`src/rtl/bcd_entry_ctrl.sv`:
```
// Cursor-based BCD value editor driven by debounced button pulses; commits on enter.
// Optional idle auto-abort in EDIT is enabled by defining BCD_ENTRY_TIMEOUT_EN.
module bcd_entry_ctrl #(
  parameter int unsigned DIGITS      = 4,
  parameter int unsigned TIMEOUT_CYC = 1000,
  localparam int unsigned CW = (DIGITS > 1) ? $clog2(DIGITS) : 1,
  localparam int unsigned VW = 4 * DIGITS
) (
  input  logic          clk,
  input  logic          rst,
  input  logic          btn_up,
  input  logic          btn_down,
  input  logic          btn_left,
  input  logic          btn_right,
  input  logic          btn_enter,
  output logic [VW-1:0] value_out,
  output logic [VW-1:0] committed,
  output logic [CW-1:0] cursor,
  output logic          editing,
  output logic          commit_p,
  output logic          abort_p
);

  typedef enum logic [1:0] {
    StIdle,
    StEdit,
    StCommit
  } state_e;

  typedef enum logic [2:0] {
    ActNone,
    ActEnter,
    ActUp,
    ActDown,
    ActLeft,
    ActRight
  } action_e;

  // Bit order doubles as priority order: enter highest, right lowest.
  localparam int unsigned BEnter = 4;
  localparam int unsigned BUp    = 3;
  localparam int unsigned BDown  = 2;
  localparam int unsigned BLeft  = 1;
  localparam int unsigned BRight = 0;

  state_e        state_q, state_d;
  logic [4:0]    btn_lvl;
  logic [4:0]    prev_q, prev_d;
  logic [4:0]    edge_q, edge_d;
  logic [VW-1:0] working_q, working_d;
  logic [VW-1:0] committed_q, committed_d;
  logic [CW-1:0] cursor_q, cursor_d;
  logic [3:0]    cur_digit;
  action_e       act;

  function automatic logic [3:0] bcd_inc(input logic [3:0] d);
    return (d >= 4'd9) ? 4'd0 : d + 4'd1;
  endfunction

  function automatic logic [3:0] bcd_dec(input logic [3:0] d);
    return (d == 4'd0) ? 4'd9 : d - 4'd1;
  endfunction

  assign btn_lvl = {btn_enter, btn_up, btn_down, btn_left, btn_right};

  // Edge detection is registered, so an action lands one cycle after the edge is seen.
  always_comb begin
    prev_d = btn_lvl;
    edge_d = btn_lvl & ~prev_q;
  end

  always_comb begin
    act = ActNone;
    if (edge_q[BEnter]) begin
      act = ActEnter;
    end else if (edge_q[BUp]) begin
      act = ActUp;
    end else if (edge_q[BDown]) begin
      act = ActDown;
    end else if (edge_q[BLeft]) begin
      act = ActLeft;
    end else if (edge_q[BRight]) begin
      act = ActRight;
    end
  end

  always_comb begin
    cur_digit = 4'd0;
    for (int i = 0; i < int'(DIGITS); i++) begin
      if (cursor_q == CW'(i)) begin
        cur_digit = working_q[4*i +: 4];
      end
    end
  end

`ifdef BCD_ENTRY_TIMEOUT_EN
  localparam int unsigned TW = $clog2(TIMEOUT_CYC + 1);

  logic [TW-1:0] timer_q, timer_d;
  logic          abort_q, abort_d;
`endif

  always_comb begin
    state_d     = state_q;
    working_d   = working_q;
    committed_d = committed_q;
    cursor_d    = cursor_q;
`ifdef BCD_ENTRY_TIMEOUT_EN
    timer_d     = timer_q;
    abort_d     = 1'b0;
`endif

    unique case (state_q)
      StIdle: begin
        if (act == ActEnter) begin
          state_d   = StEdit;
          working_d = committed_q;
          cursor_d  = '0;
`ifdef BCD_ENTRY_TIMEOUT_EN
          timer_d   = '0;
`endif
        end
      end

      StEdit: begin
        unique case (act)
          ActEnter: state_d = StCommit;
          ActUp, ActDown: begin
            for (int i = 0; i < int'(DIGITS); i++) begin
              if (cursor_q == CW'(i)) begin
                working_d[4*i +: 4] = (act == ActUp) ? bcd_inc(cur_digit) : bcd_dec(cur_digit);
              end
            end
          end
          ActLeft: begin
            cursor_d = (cursor_q == CW'(DIGITS - 1)) ? '0 : cursor_q + CW'(1);
          end
          ActRight: begin
            cursor_d = (cursor_q == '0) ? CW'(DIGITS - 1) : cursor_q - CW'(1);
          end
          default: ;
        endcase
`ifdef BCD_ENTRY_TIMEOUT_EN
        // An action in the expiry cycle reloads the timer and suppresses the abort.
        if (act != ActNone) begin
          timer_d = '0;
        end else if (timer_q == TW'(TIMEOUT_CYC - 1)) begin
          state_d   = StIdle;
          working_d = committed_q;
          abort_d   = 1'b1;
          timer_d   = '0;
        end else begin
          timer_d = timer_q + TW'(1);
        end
`endif
      end

      StCommit: begin
        committed_d = working_q;
        state_d     = StIdle;
      end

      default: state_d = StIdle;
    endcase
  end

  always_ff @(posedge clk) begin
    if (rst) begin
      state_q     <= StIdle;
      prev_q      <= '0;
      edge_q      <= '0;
      working_q   <= '0;
      committed_q <= '0;
      cursor_q    <= '0;
    end else begin
      state_q     <= state_d;
      prev_q      <= prev_d;
      edge_q      <= edge_d;
      working_q   <= working_d;
      committed_q <= committed_d;
      cursor_q    <= cursor_d;
    end
  end

`ifdef BCD_ENTRY_TIMEOUT_EN
  always_ff @(posedge clk) begin
    if (rst) begin
      timer_q <= '0;
      abort_q <= 1'b0;
    end else begin
      timer_q <= timer_d;
      abort_q <= abort_d;
    end
  end

  assign abort_p = abort_q;
`else
  assign abort_p = 1'b0;
`endif

  assign value_out = (state_q == StIdle) ? committed_q : working_q;
  assign committed = committed_q;
  assign cursor    = cursor_q;
  assign editing   = (state_q == StEdit);
  assign commit_p  = (state_q == StCommit);

endmodule

```
`config.mk`:
```
export PLATFORM = sky130hd
export DESIGN_NAME = bcd_entry_ctrl
export DESIGN_NICKNAME = d
export VERILOG_FILES = /design/src/rtl/bcd_entry_ctrl.sv
export SDC_FILE = /design/constraint.sdc
export NUM_CORES = 1
export LEC_CHECK = 0
export CELL_PAD_IN_SITES_DETAIL_PLACEMENT = 0
export CELL_PAD_IN_SITES_GLOBAL_PLACEMENT = 1
export CORE_ASPECT_RATIO = 1.25
export CORE_MARGIN = 2
export CORE_UTILIZATION = 35
export CTS_CLUSTER_SIZE = 16
export DETAILED_ROUTE_END_ITERATION = 16
export PLACE_DENSITY = 0.72
export SYNTH_ARGS = -nofsm -noshare
export SYNTH_HDL_FRONTEND = slang
export SYNTH_SLANG_ARGS = --single-unit
```
`constraint.sdc`:
```
create_clock -name clk -period 3.98 [get_ports clk]
set_input_delay 1.194 -clock clk [delete_from_list [all_inputs] [get_ports clk]]
set_output_delay 1.194 -clock clk [all_outputs]
set_load 0.02 [all_outputs]
```
==> parameters.txt <==
Parameter                              Value

Cells and area
  Number of diodes added for antenna fixing ... 0
  Filler cell count ... 726
  Proportion of layout cells with a drive suffix above 1 ... 12.9%
  Total Nets Final ... 340
  Final core area utilization ... 44.0%
  Post-synthesis to final-layout area growth ... 21.5%

Global routing
  Number of global-route vias before repair ... 2109
  Antenna violations before repair ... 0
  All-Layer GR Usage ... 17.5%
  Residual overflow from global routing ... 0
  First-pass GRT wire length ... 10800 µm
  Pin count of the biggest net entering global routing ... 49

STA
  Final hold slack ... 385 ps
  Max frequency ... 304 MHz
  Pins over their slew limit ... 0
  Relative slew slack ... 47.6%
  Final Hold Fails ... 0
  Post-layout minimum cycle time ... 3290 ps
  RSZ-0062 raised after global routing ... no
  Finish-stage setup viols ... 0
  Clock tree skew after final layout ... 2.00 ps
  Period utilization ... 82.8%
  Transition at the pin with the smallest max-transition slack ... 786 ps
  Total Neg Setup Slack ... 0 ps

Worst setup path
  Stage delay of the slowest cell on the critical path ... 540 ps
  Worst path arrival time ... 2100 ps
  Largest fanout of any net on the critical path ... 23
  Endpoint required time on the critical path ... 2790 ps
  Register-to-register setup slack ... 1040 ps
  Cell chain of the critical path ... nor2_1 -> buf_4 -> mux2_2 -> clkdlybuf4s50_1
  Kind of capture point of the worst setup path ... output pin
  Worst Setup Start Kind ... flop
  Setup CP Type ... flop to output pin
  Cell type of the slowest stage on the worst timing path ... sky130_fd_sc_hd__clkdlybuf4s50_1

Clock network
  Post-cts sizing count ... 0
  Later-pin clock latency in the skew report ... 290 ps
  Max H-tree Level ... 2
  Hold buffer count at cts ... 0
  Clock Pin Slew Worst Setup and Hold Paths ... 80 ps
  Inserted Clock Buffers ... 5
  Cell at the root of the clock tree ... sky130_fd_sc_hd__clkbuf_8
  Bufs on Longest Clock Path ... 2
  Clock tree from TritonCTS ... yes
  Number of post-CTS setup repair buffers ... 0
  Number of clock sinks seen by CTS ... 46

Die
  Floorplan core area ... 0.00698 mm²
  Horizontal extent of the die ... 80.0 µm
  I/O pin count ... 44
  Initial Utilization ... 36.2%
  Floorplan die area ... 0.00792 mm²
  Placement Rows ... 34
  Height of the die ... 99.0 µm

Detailed routing
  Final Routed Wirelength ... 6510 µm
  Via count of the routed design ... 2187
  Antenna-violating nets left ... 0
  DRC marker count from the first detailed-route iteration ... 112
  Residual DRC ... 0
  Number of search-and-repair iterations in the first detailed-routing pass ... 5
  Routed wirelength normalized by instance count ... 15.7 µm
  Number of vias per cell ... 5.26

Synthesis
  Async SR Flop Fraction ... 0%
  Ys Warns ... 0
  Proportion of synthesized chip area in sequential cells ... 36.4%
  Post-Synthesis Net Count ... 307
  Syn Inst Count ... 293
  Mean cell area of the mapped netlist ... 8.63 µm²
  Netlist cell types ... 52
  Ranking of synthesized cells by area ... sky130_fd_sc_hd__dfxtp_1 36%, sky130_fd_sc_hd__nand2_1 6.5%, sky130_fd_sc_hd__a21oi_1 5.7%
  Post-synth EDFFs ... 0
  Synth Register Bits ... 46
  Most common cell in the netlist ... sky130_fd_sc_hd__dfxtp_1
  Dominant cell type by area after synthesis ... sky130_fd_sc_hd__dfxtp_1
  Summed instance area of the synthesized netlist ... 0.00253 mm²
  Synth top area share ... 36.4%
  Commonest cells post-synth ... 46 x sky130_fd_sc_hd__dfxtp_1, 44 x sky130_fd_sc_hd__nand2_1, 29 x sky130_fd_sc_hd__a21oi_1
  Predominant post-synthesis flop cell ... sky130_fd_sc_hd__dfxtp_1

Placed design
  Final Wtd Congestion ... 0.883
  Detailed placement HPWL ... 4600 µm
  Port Buffer Count ... 42

Pwr
  Total power per unit cell area ... 289 mW/mm²
  Leakage power of the design ... 1.05 nW
  Worst VDD drop ... 183 µV

Outcome
  Status ... finished clean

Hold path
  Worst hold path type ... flop to flop

Job
  Max cap viols ... 0
[cells in the final DEF, fill, tap and decap left out, drive strengths merged, types with 3 or more instances in the layout]
cell           synthesis  routed
o22ai                  6       6
or3                    3       3
inv                   13      13
a211oi                 7       7
a221oi                 7       7
o211ai                 3       3
mux2                  10      10
buf                   11       7
a32o                   4       4
a21oi                 29      29
nor3                   7       7
clkdlybuf4s50          0      41
nand2b                 6       6
nand3b                 9       9
o21ai                  9       9
nand2                 44      44
nor3b                  5       5
nor2                  17      17
nor4b                  4       4
clkbuf                11       7
o41ai                  4       4
ha                     7       7
nor2b                 15      15
dfxtp                 46      46
[metal layers]
| layer | part of all wire (%) | up-vias | track usage [%] |
|---|---|---|---|
| li1 | - | 1101 | - |
| met3 | 3.7 | 5 | 2.75 |
| met4 | 1.0 | 0 | 4.30 |
| met1 | 44 | 1035 | 22.3 |
| met2 | 51 | 46 | 30.6 |
| met5 | 0 | - | 0 |
[worst paths after layout]
path	from	end	cells past startpoint
min	prev_q[2]$_SDFF_PP0_	edge_q[2]$_SDFF_PP0_	1
max	state_q[1]$_SDFFE_PP0P_	value_out[9]	4
min reg2reg	prev_q[2]$_SDFF_PP0_	edge_q[2]$_SDFF_PP0_	1
max reg2reg	cursor[0]$_SDFFE_PP0P_	working_q[0]$_SDFFE_PP0P_	9
[sequential cells by signal, indices dropped and copies added, names as in the netlist]
register,cells
prev_q,5
working_q,16
state_q,2
committed,16
edge_q,5
cursor,2
[power breakdown]
group | internal [W] | switching (W) | total [W]
registers | 0.000473 | 0.0000128 | 0.000486
clock network | 0.000121 | 0.000146 | 0.000267
logic | 0.0000528 | 0.0000811 | 0.000134
[kinds of logic after synthesis]
logic type               synth area share, %
adder cells (fa/ha/maj)                 3.47
AND/OR/NAND/NOR                         25.4
other                                  0.148
multiplexers                            4.60
flip-flops                              36.4
XOR/XNOR                               0.347
buffers and inverters                   6.24
AO/OA/AOI/OAI                           23.4
[critical path, delay by kind of cell (launching register included)]
family	cells	cell delay, ps
DFF	1	460
and+or+nand+nor	1	150
buffers and inverters	2	820
muxes	1	370
[layout make-up]
cell class / instances / area [µm²] / area share [%]
sequential: 46 / 921 / 30.0
timing repair buffer: 48 / 460 / 15.0
inverter: 14 / 52.6 / 1.71
tap: 90 / 113 / 3.67
multi-input combinational: 211 / 1450 / 47.2
clock buffer: 7 / 76.3 / 2.48
[through the flow]
| step | cell area (µm²) | setup WS, ps | std cells | power (W) |
|---|---|---|---|---|
| floorplan | 2530 | 1280 | 293 | 0.000593 |
| global placement | 3000 | 995 | 409 | 0.000631 |
| detailed placement | 3000 | 985 | 409 | 0.000631 |
| CTS | 3070 | 661 | 416 | 0.000901 |
| global route | 3070 | 531 | 416 | 0.000934 |
| finish | 3070 | 686 | 416 | 0.000887 |
Power figures use the tool's default switching activity.
